**src/rtl/atten_pkg.sv**
```systemverilog
// Shared definitions for the step-attenuator serial programming controllers.
// Latency: n/a (types, constants and elaboration-time helpers only).
// Backpressure: n/a.
package atten_pkg;

    typedef enum logic [1:0] {
        ST_IDLE  = 2'd0,
        ST_SHIFT = 2'd1,
        ST_GAP   = 2'd2,
        ST_LATCH = 2'd3
    } state_t;

    // Every controller on a given attenuator bus runs from the same divider.
    localparam int DEFAULT_CLK_DIV = 20;

    // clog2 that never returns zero, so a count range of 1 still gets a 1-bit flop.
    function automatic int clog2_min1(input int n);
        return (n <= 1) ? 1 : $clog2(n);
    endfunction

endpackage

```
**src/rtl/sclk_tick_gen.sv**
```systemverilog
// Half-period tick generator for the attenuator serial clock.
// Latency: tick fires on the CLK_DIV-th enabled cycle after restart, then every CLK_DIV cycles.
// Backpressure: none; free-running while enable is high, cleared while idle or restarting.
//
// Ports: clk/reset_n (async active-low), restart clears the count and phase,
// enable runs the divider, tick marks the last cycle of a half period,
// phase is 0 in the low half and 1 in the high half.
module sclk_tick_gen
    import atten_pkg::*;
#(
    parameter  int CLK_DIV = DEFAULT_CLK_DIV,
    localparam int DIV_W   = clog2_min1(CLK_DIV)
) (
    input  logic clk,
    input  logic reset_n,
    input  logic restart,
    input  logic enable,
    output logic tick,
    output logic phase
);

    localparam logic [DIV_W-1:0] CNT_LAST = DIV_W'(CLK_DIV - 1);

    if (CLK_DIV < 1) begin : g_bad_div
        $error("sclk_tick_gen: CLK_DIV must be >= 1");
    end

    logic [DIV_W-1:0] cnt_q, cnt_d;
    logic             phase_q, phase_d;

    assign tick  = enable && !restart && (cnt_q == CNT_LAST);
    assign phase = phase_q;

    always_comb begin
        cnt_d   = cnt_q;
        phase_d = phase_q;
        if (restart || !enable) begin
            cnt_d   = '0;
            phase_d = 1'b0;
        end else if (cnt_q == CNT_LAST) begin
            cnt_d   = '0;
            phase_d = ~phase_q;
        end else begin
            cnt_d = cnt_q + DIV_W'(1);
        end
    end

    always_ff @(posedge clk or negedge reset_n) begin
        if (!reset_n) begin
            cnt_q   <= '0;
            phase_q <= 1'b0;
        end else begin
            cnt_q   <= cnt_d;
            phase_q <= phase_d;
        end
    end

endmodule

```
**src/rtl/serial_atten_ctrl.sv**
```systemverilog
// Serial programming controller: shifts one word onto a shared sclk/sdata bus, then pulses one latch enable.
// Latency: o_ready returns 1+2*DATA_W*CLK_DIV+CLK_DIV+2*LE_CYCLES*CLK_DIV cycles after acceptance.
// Backpressure: o_ready is high only in IDLE; i_valid is ignored while a transfer is in flight.
//
// Ports: i_clk, i_reset_n (async active-low); i_valid/o_ready request handshake with
// i_data/i_ch sampled at acceptance; o_sclk/o_sdata serial bus (registered);
// o_le one-hot per-channel latch enable; o_busy outside IDLE; o_err one-cycle
// pulse on a request for a channel that does not exist.
module serial_atten_ctrl
    import atten_pkg::*;
#(
    parameter  int DATA_W    = 8,
    parameter  int NUM_CH    = 2,
    parameter  int CLK_DIV   = DEFAULT_CLK_DIV,
    parameter  int MSB_FIRST = 0,
    parameter  int LE_CYCLES = 1,
    localparam int CH_W      = clog2_min1(NUM_CH)
) (
    input  logic              i_clk,
    input  logic              i_reset_n,
    input  logic              i_valid,
    output logic              o_ready,
    input  logic [DATA_W-1:0] i_data,
    input  logic [CH_W-1:0]   i_ch,
    output logic              o_sclk,
    output logic              o_sdata,
    output logic [NUM_CH-1:0] o_le,
    output logic              o_busy,
    output logic              o_err
);

    localparam int BIT_W = clog2_min1(DATA_W + 1);
    localparam int LE_W  = clog2_min1(2 * LE_CYCLES);

    localparam logic [BIT_W-1:0] BIT_LAST = BIT_W'(DATA_W - 1);
    localparam logic [LE_W-1:0]  LE_LAST  = LE_W'(2 * LE_CYCLES - 1);

    if (DATA_W < 1 || DATA_W > 32 || LE_CYCLES < 1 || CLK_DIV < 1 ||
        NUM_CH < 1 || NUM_CH > 16) begin : g_bad_param
        $error("serial_atten_ctrl: illegal parameter value");
    end

    state_t            state_q, state_d;
    logic [BIT_W-1:0]  bit_q, bit_d;
    logic [LE_W-1:0]   le_cnt_q, le_cnt_d;
    logic [DATA_W-1:0] shreg_q, shreg_d;
    logic [CH_W-1:0]   ch_q, ch_d;
    logic              sclk_q, sclk_d;
    logic [NUM_CH-1:0] le_q, le_d;
    logic              err_q, err_d;

    logic              tick;
    logic              phase;
    logic              accept;
    logic              ch_legal;
    logic              accept_ok;
    logic              bit_fall;
    logic              last_bit;
    logic              le_last;
    logic [DATA_W-1:0] data_rev;
    logic [DATA_W-1:0] load_word;

    assign accept    = (state_q == ST_IDLE) && i_valid;
    assign ch_legal  = 32'(i_ch) < NUM_CH;
    assign accept_ok = accept && ch_legal;
    // A tick in the high phase is the falling edge that ends the current bit.
    assign bit_fall  = tick && phase;
    assign last_bit  = (bit_q == BIT_LAST);
    assign le_last   = (le_cnt_q == LE_LAST);

    // The shifter always shifts right, so MSB-first words are bit-reversed on load.
    always_comb begin
        data_rev = '0;
        for (int i = 0; i < DATA_W; i++) begin
            data_rev[i] = i_data[DATA_W-1-i];
        end
    end

    assign load_word = (MSB_FIRST != 0) ? data_rev : i_data;

    sclk_tick_gen #(
        .CLK_DIV (CLK_DIV)
    ) u_tick_gen (
        .clk     (i_clk),
        .reset_n (i_reset_n),
        .restart (accept),
        .enable  (state_q != ST_IDLE),
        .tick    (tick),
        .phase   (phase)
    );

    // Next-state logic.
    always_comb begin
        state_d = state_q;
        case (state_q)
            ST_IDLE:  if (accept_ok)            state_d = ST_SHIFT;
            ST_SHIFT: if (bit_fall && last_bit) state_d = ST_GAP;
            ST_GAP:   if (tick)                 state_d = ST_LATCH;
            ST_LATCH: if (tick && le_last)      state_d = ST_IDLE;
            default:                            state_d = ST_IDLE;
        endcase
    end

    // Datapath and registered-output next values.
    always_comb begin
        bit_d    = bit_q;
        le_cnt_d = le_cnt_q;
        shreg_d  = shreg_q;
        ch_d     = ch_q;
        sclk_d   = 1'b0;
        le_d     = '0;
        err_d    = 1'b0;
        case (state_q)
            ST_IDLE: begin
                if (accept_ok) begin
                    shreg_d = load_word;
                    bit_d   = '0;
                    ch_d    = i_ch;
                end else if (accept) begin
                    err_d = 1'b1;
                end
            end
            ST_SHIFT: begin
                sclk_d = tick ? ~phase : sclk_q;
                if (bit_fall) begin
                    if (last_bit) begin
                        // Clearing the shifter drives sdata low for the gap.
                        shreg_d = '0;
                    end else begin
                        shreg_d = shreg_q >> 1;
                        bit_d   = bit_q + BIT_W'(1);
                    end
                end
            end
            ST_GAP: begin
                if (tick) begin
                    le_d     = NUM_CH'(1) << ch_q;
                    le_cnt_d = '0;
                end
            end
            ST_LATCH: begin
                if (!(tick && le_last)) begin
                    le_d = le_q;
                    if (tick) begin
                        le_cnt_d = le_cnt_q + LE_W'(1);
                    end
                end
            end
            default: ;
        endcase
    end

    always_ff @(posedge i_clk or negedge i_reset_n) begin
        if (!i_reset_n) begin
            state_q  <= ST_IDLE;
            bit_q    <= '0;
            le_cnt_q <= '0;
            shreg_q  <= '0;
            ch_q     <= '0;
            sclk_q   <= 1'b0;
            le_q     <= '0;
            err_q    <= 1'b0;
        end else begin
            state_q  <= state_d;
            bit_q    <= bit_d;
            le_cnt_q <= le_cnt_d;
            shreg_q  <= shreg_d;
            ch_q     <= ch_d;
            sclk_q   <= sclk_d;
            le_q     <= le_d;
            err_q    <= err_d;
        end
    end

    assign o_ready = (state_q == ST_IDLE);
    assign o_busy  = (state_q != ST_IDLE);
    assign o_sclk  = sclk_q;
    assign o_sdata = shreg_q[0];
    assign o_le    = le_q;
    assign o_err   = err_q;

endmodule

```
**config.mk**
```make
export PLATFORM = sky130hd
export DESIGN_NAME = serial_atten_ctrl
export DESIGN_NICKNAME = d
export VERILOG_FILES = /design/src/rtl/atten_pkg.sv /design/src/rtl/sclk_tick_gen.sv /design/src/rtl/serial_atten_ctrl.sv
export SDC_FILE = /design/constraint.sdc
export NUM_CORES = 1
export LEC_CHECK = 0
export CAP_MARGIN = 20
export CORE_MARGIN = 2
export CORE_UTILIZATION = 40
export DETAILED_ROUTE_END_ITERATION = 7
export DONT_BUFFER_PORTS = 1
export PLACE_DENSITY_LB_ADDON = 0.1
export SYNTH_ARGS = -nofsm -noshare
export SYNTH_HDL_FRONTEND = slang
export SYNTH_SLANG_ARGS = --single-unit
```
**constraint.sdc**
```tcl
create_clock -name i_clk -period 6.1 [get_ports i_clk]
set_input_delay 0.915 -clock i_clk [delete_from_list [all_inputs] [get_ports i_clk]]
set_output_delay 0.915 -clock i_clk [all_outputs]
set_load 0.03 [all_outputs]
```
==> flow_summary.json, run 1 <==
{
  "final_antenna_net_count": 0,
  "wl_per_cell_um": 13.9,
  "grt_overflow": 0,
  "drv_slew": 0,
  "synthFlopType": "dfrtp_1",
  "yosys_warnings": 0,
  "place.gp.congestion": 0.755,
  "coreArea_um2": 3080,
  "seq_area_frac_synth": 0.476,
  "crit_type": "register to output pin",
  "relSlewSlack": 0.371,
  "io_buffers": 0,
  "ys_ff_latch": 25,
  "grt_pass1_wl_um": 4040,
  "finalSetupTns_ns": 0,
  "start_util": 0.427,
  "grt_max_degree": 26,
  "max_freq_mhz": 382,
  "design_area_um2": 1380,
  "skew_ns": 0.00769,
  "vias": 909,
  "grtUsageTotal": 0.149,
  "slowest_delay_ns": 0.50,
  "critical_path_required_ns": 5.18,
  "area_growth_pct": 4.57,
  "p_leak_nw": 0.603,
  "grtUsageMet2": 0.220,
  "clockPowerShare": 0.306,
  "antenna_found_initial": 0,
  "synth_top_area_frac": 0.476,
  "row_count": 20,
  "crit_path_start": "state_q[0]$_DFFE_PN0P_",
  "met1_usage": 0.204,
  "cp_top_family": "adder cells",
  "viasPerCell": 5.25,
  "synth_cell_types": 39,
  "fin_crit_ns": 2.62,
  "async_flop_share": 1.00,
  "cpMaxStageDelayCell": "ha_1",
  "post-route-period-util": 0.429,
  "hold_violations": 0,
  "postCtsHoldBufs": 0,
  "dpl-instance-area_um2": 1350,
  "worst_slew_pin_slew_ns": 0.942,
  "path_cells": "inv_1 -> ha_1 -> inv_1",
  "drc_errors": 0,
  "grt_util_met3": 0.0357,
  "seqPwrFrac": 0.678,
  "setup_viol": 0,
  "cts_tree": "built",
  "ctsHtreeMaxLevel": 1,
  "synth_area_um2": 1320,
  "placedCellCount": 169,
  "clk_latency_ns": 0.32,
  "cts_buffer_depth": 2,
  "synth_area_leader_cell": "dfrtp_1",
  "start_kind": "register",
  "die_area_um2": 3760,
  "sw_frac_of_total": 0.219,
  "final_nets": 149,
  "dr.pass1.iters": 4,
  "reg2reg_from": "state_q[0]$_DFFE_PN0P_",
  "worst-path-buf-inv": 2,
  "crit_fanout": 8,
  "dp_hpwl_um": 1820,
  "totalWireLength_um": 2410,
  "top_usage_layer": "met2",
  "ys_top_cells_by_area": "dfrtp_1 48%, ha_1 6.7%, a22oi_1 4.6%",
  "arrival_ns": 1.70,
  "fp.dieW_um": 61.3,
  "path_common_cell": "inv_1",
  "maxCapViolations": 0,
  "min_path_type": "primary input to asynchronous set/reset pin",
  "die_y_um": 61.3,
  "cts_setup_buffers": 0,
  "cellPowerDensity_nw_per_um2": 182,
  "grt_pass1_vias": 861,
  "synth_edf_count": 0,
  "fin_util": 0.447,
  "final_layout_size_suffix_gt1_frac": 0.0698,
  "netSwitchingPower_w": 0.0000548,
  "ctsResizeCount": 0,
  "status": "finished, final reports clean",
  "cts.clk_slew.worst_paths_ns": 0.14,
  "root_buffer": "clkbuf_4",
  "rsz0062_at_grt": "false",
  "ios": 19,
  "antenna_cells": 0,
  "pwr-share-comb": 0.016,
  "drt_iter0_drc": 39,
  "synth_cells": 129,
  "numCtsBuffers": 3,
  "clock-sinks": 25,
  "syn-num-nets": 148,
  "postSynthAreaPerCell_um2": 10.2,
  "ir_worst_vdd_uv": 74.8,
  "final_cells": 173,
  "crit_path_end_kind": "output pin",
  "intPower_w": 0.000195
}
Yosys cell counts (3+ instances only):
cell type,instances
nand3_1,4
a22oi_1,8
dfrtp_1,25
nand2_1,8
o21ai_0,8
nand2b_1,3
nor2_1,14
inv_1,8
ha_1,7
a21oi_1,9
layout make-up:
type                    instances  area, µm²
flip-flops and latches         25        626
fillers                       304       1700
inverters                       9       33.8
clock buffers                   4       26.3
multi-input cells              91        634
well taps                      44       55.1
power by group through the flow:
stage                logic (W)  clock network, W  registers, W
floorplan           0.00000412                 0      0.000172
finish              0.00000400         0.0000764      0.000170
CTS                 0.00000402         0.0000788      0.000170
global route        0.00000459         0.0000883      0.000170
global placement    0.00000394                 0      0.000173
detailed placement  0.00000401                 0      0.000173
cells in the final DEF (no fill, tap or decap), drive strengths merged, types with 2 or more instances in the layout:
master / count
o211ai: 2
mux2: 2
nor2: 14
clkbuf: 4
nor2b: 2
ha: 7
inv: 8
or2b: 2
a22oi: 8
mux2i: 2
a21oi: 9
nand2: 8
dfrtp: 25
o21ai: 8
nand2b: 3
nand3: 4
a22o: 2
routing by layer:
layer / vias up / share of wire
met2: 23 / 0.43
met5: - / 0
met3: 5 / 0.055
met1: 431 / 0.49
met4: 0 / 0.018
li1: 450 / -
path summary, 6_finish.rpt:
check / endpoint / slack, ns / cells past startpoint
hold reg to reg: u_tick_gen.cnt_q[0]$_DFF_PN0_ / 0.49 / 1
max in group asynchronous: bit_q[3]$_DFFE_PN0P_ / 5.76 / 0
setup / recovery: o_busy / 3.48 / 3
hold / removal: u_tick_gen.cnt_q[2]$_DFF_PN0_ / 0.26 / 0
min in group i_clk: u_tick_gen.cnt_q[0]$_DFF_PN0_ / 0.49 / 1
setup reg to reg: bit_q[3]$_DFFE_PN0P_ / 3.51 / 7
logic make-up (layout without fill, tap and decap cells):
kind of cell	Yosys count	in the layout	share of synthesized area
AND/OR/NAND/NOR	40	40	0.162
buffers and inverters	13	13	0.0419
other	1	1	0.00285
adder cells (fa/ha/maj)	7	7	0.0666
flip-flops	25	25	0.476
XOR/XNOR	2	2	0.0133
AO/OA/AOI/OAI	37	37	0.206
multiplexers	4	4	0.0323
registers in the layout, summed over array words and instances, names as in the netlist:
signal and flops:
o_le 2, bit_q 4, ch_q 1, le_cnt_q 1, shreg_q 8, u_tick_gen.phase 1, state_q 2, o_sclk 1
u_tick_gen.cnt_q 5
per-stage QoR:
step	hold WS, ns	total power (W)	setup WS (ns)
floorplan	0.444	0.000177	3.86
global placement	0.471	0.000177	3.56
detailed placement	0.475	0.000177	3.57
CTS	0.247	0.000252	3.48
global route	0.223	0.000263	3.33
finish	0.258	0.000250	3.48
Note: power is estimated with default switching activity, not from simulation.
==> run 2: changes to the inputs <==
--- a/config.mk
+++ b/config.mk
@@ -5,6 +5,7 @@
 export SDC_FILE = /design/constraint.sdc
 export NUM_CORES = 1
 export LEC_CHECK = 0
+export ABC_AREA = 1
 export CAP_MARGIN = 20
 export CORE_MARGIN = 2
 export CORE_UTILIZATION = 40
==> constraint.sdc (replaced) <==
create_clock -name i_clk -period 2.5 [get_ports i_clk]
set_input_delay 0.375 -clock i_clk [delete_from_list [all_inputs] [get_ports i_clk]]
set_output_delay 0.375 -clock i_clk [all_outputs]
set_load 0.03 [all_outputs]
==> run 2 against run 1 <==
  * Register-to-register slack lost 2.9 ns
  * Via count is 13% higher
  * Sequential power grew to 3.6 times the previous value
  * Total power increased to 6.3 times the previous value
  * Wire length up 7.3%
  * Non-clock buffer count rose by 3
  * Combinational power rose to 190 times the previous value
  * Sequential share of layout area is 2.7 points lower
  * Synthesized cell count up 27%
  * Sequential cell count is the same
==> flow_summary.json, run 2 <==
{
  "final_cell_mix": "55 x nand2_1, 25 x dfrtp_1, 17 x nand3_1",
  "synthFlopType": "dfrtp_1",
  "power_w": 0.00158,
  "crit_path_start": "state_q[1]$_DFFE_PN0P_",
  "synth_edf_count": 0,
  "ir_worst_vdd_uv": 322,
  "final_nets": 187,
  "drv_slew": 0,
  "mostFrequentLayoutCell": "nand2_1",
  "drc_errors": 0,
  "crit_fanout": 4,
  "die_y_um": 62.7,
  "postSynthAreaPerCell_um2": 8.42,
  "start_util": 0.414,
  "largest-register": "shreg_q",
  "reg2reg_from": "state_q[1]$_DFFE_PN0P_",
  "coreArea_um2": 3340,
  "path_common_cell": "inv_1",
  "synth_area_um2": 1380,
  "grt_overflow": 0,
  "cts.clk_slew.worst_paths_ns": 0.15,
  "r2r_cells": 7,
  "drt_iter0_drc": 85,
  "final_antenna_net_count": 0,
  "ctsResizeCount": 0,
  "row_count": 21,
  "largestRegisters": "shreg_q x8, u_tick_gen.cnt_q x5, bit_q x4",
  "die_area_um2": 3940,
  "place.gp.congestion": 0.741,
  "arrival_ns": 1.65,
  "cp.depth": 4,
  "viasPerCell": 4.82,
  "async_flop_share": 1.00,
  "largest_register_ffs": 8,
  "setup_viol": 0,
  "antenna_found_initial": 0,
  "synth_area_leader_cell": "dfrtp_1",
  "status": "finished, final reports clean",
  "syn-num-nets": 183,
  "skew_ns": 0.00564,
  "synth_commonest_cells": "55 x nand2_1, 25 x dfrtp_1, 17 x nand3_1, 14 x inv_1, 7 x ha_1",
  "critical_path_required_ns": 2.12,
  "area_growth_pct": 5.89,
  "cpMaxStageDelayCell": "ha_1",
  "cp_top_family": "adder cells",
  "numCtsBuffers": 3,
  "synth_cells": 164,
  "cts_tree": "built",
  "r2r-end": "shreg_q[7]$_DFFE_PN0P_",
  "fp.dieW_um": 62.7,
  "cts_buffer_depth": 2,
  "finalSetupTns_ns": 0,
  "slowest_delay_ns": 0.47,
  "crit_type": "register to output pin",
  "grt_max_degree": 26,
  "max_freq_mhz": 493,
  "hold_violations": 0,
  "p_leak_nw": 0.731,
  "io_buffers": 0,
  "synth_top_area_frac": 0.453,
  "crit_end": "o_busy",
  "final_layout_size_suffix_gt1_frac": 0.114,
  "ys_ff_latch": 25,
  "path_cells": "inv_1 -> ha_1 -> inv_1 -> buf_4",
  "totalWireLength_um": 2590,
  "clk_latency_ns": 0.32,
  "root_buffer": "clkbuf_4",
  "min_path_type": "primary input to register",
  "maxCapViolations": 0,
  "crit_path_end_kind": "output pin",
  "start_kind": "register",
  "rsz0062_at_grt": "false",
  "post-route-period-util": 0.811,
  "grt_pass1_vias": 1070,
  "worst-path-buf-inv": 3,
  "r2r_slack_ns": 0.56,
  "ys_top_cells_by_area": "dfrtp_1 45%, nand2_1 15%, ha_1 6.3%",
  "seq_area_frac_synth": 0.453,
  "cellPowerDensity_nw_per_um2": 1080,
  "fin_crit_ns": 2.03,
  "ctsHtreeMaxLevel": 1,
  "dr.pass1.iters": 4,
  "vias": 1027,
  "clock-sinks": 25,
  "synth_cell_types": 31,
  "wl_per_cell_um": 12.1,
  "grt_pass1_wl_um": 4890,
  "antenna_cells": 0,
  "yosys_warnings": 0,
  "ios": 19,
  "grtUsageTotal": 0.154,
  "dp_hpwl_um": 1890,
  "synth_most_common_cell": "nand2_1"
}
run 2: cell types whose count changed in the layout (fill, tap and decap cells not counted), sizes merged, moves of 3 or more:
cell / change
a22oi: -7
nand4: +5
a21oi: -5
nand3: +15
nand2b: -3
nor2: -7
nand2: +50
inv: +8
run 2: kinds of logic after synthesis:
logic type / Yosys count / synth area share
flops: 25 / 0.453
other cells: 1 / 0.00272
mux: 1 / 0.00816
fa+ha+maj: 7 / 0.0635
compound gates: 14 / 0.0698
simple gates: 93 / 0.314
buf+inv: 21 / 0.0762
xor+xnor: 2 / 0.0127
run 2: layer usage:
layer | share of wire | global-route usage
met5 | 0 | 0
met4 | 0 | 0.0417
met3 | 0.026 | 0.0252
met2 | 0.49 | 0.261
met1 | 0.48 | 0.206
run 2: area by class of cell:
type | instances | area, µm²
clock buffers | 3 | 22.5
clock inverters | 1 | 5.00
repair buffers | 3 | 37.5
flip-flops and latches | 25 | 626
well taps | 46 | 57.6
multi-input cells | 118 | 649
inverters | 17 | 63.8
fillers | 353 | 1880
run 2: how the worst min path moves through the flow:
| stage | slack, ns | depth (start not counted) | startpoint | endpoint |
|---|---|---|---|---|
| after detailed placement | 0.08 | 0 | i_reset_n | state_q[1]$_DFFE_PN0P_ |
| after global placement | 0.08 | 0 | i_reset_n | state_q[1]$_DFFE_PN0P_ |
| after floorplan | 0.08 | 0 | i_reset_n | bit_q[0]$_DFFE_PN0P_ |
| final | 0.19 | 2 | i_data[7] | shreg_q[7]$_DFFE_PN0P_ |
| after CTS | 0.18 | 1 | i_ch | ch_q$_DFFE_PN0P_ |
| after global routing | 0.18 | 1 | i_ch | ch_q$_DFFE_PN0P_ |
run 2: what timing repair did:
item / in CTS / in global routing
hold buffers: 2 / 0
setup buffers: 0 / 0
hold endpoints to repair: 25 / 0
run 2: power by group:
part	leakage [nW]	internal, W	switching (W)
clock network	0.0177	0.0000599	0.000129
registers	0.329	0.000524	0.0000961
logic	0.384	0.000250	0.000526
run 2: per-stage QoR:
| stage | utilization | hold WS (ns) | instances | setup WS [ns] | instance area [µm²] |
|---|---|---|---|---|---|
| 2_1_floorplan | - | 0.0794 | 164 | 0.635 | 1380 |
| 3_3_place_gp | 0.421 | 0.0800 | 207 | 0.634 | 1400 |
| 3_5_place_dp | 0.421 | 0.0802 | 207 | 0.578 | 1400 |
| 4_1_cts | 0.438 | 0.185 | 213 | 0.466 | 1460 |
| 5_1_grt | 0.438 | 0.175 | 213 | 0.362 | 1460 |
| 6_report | 0.438 | 0.193 | 213 | 0.473 | 1460 |
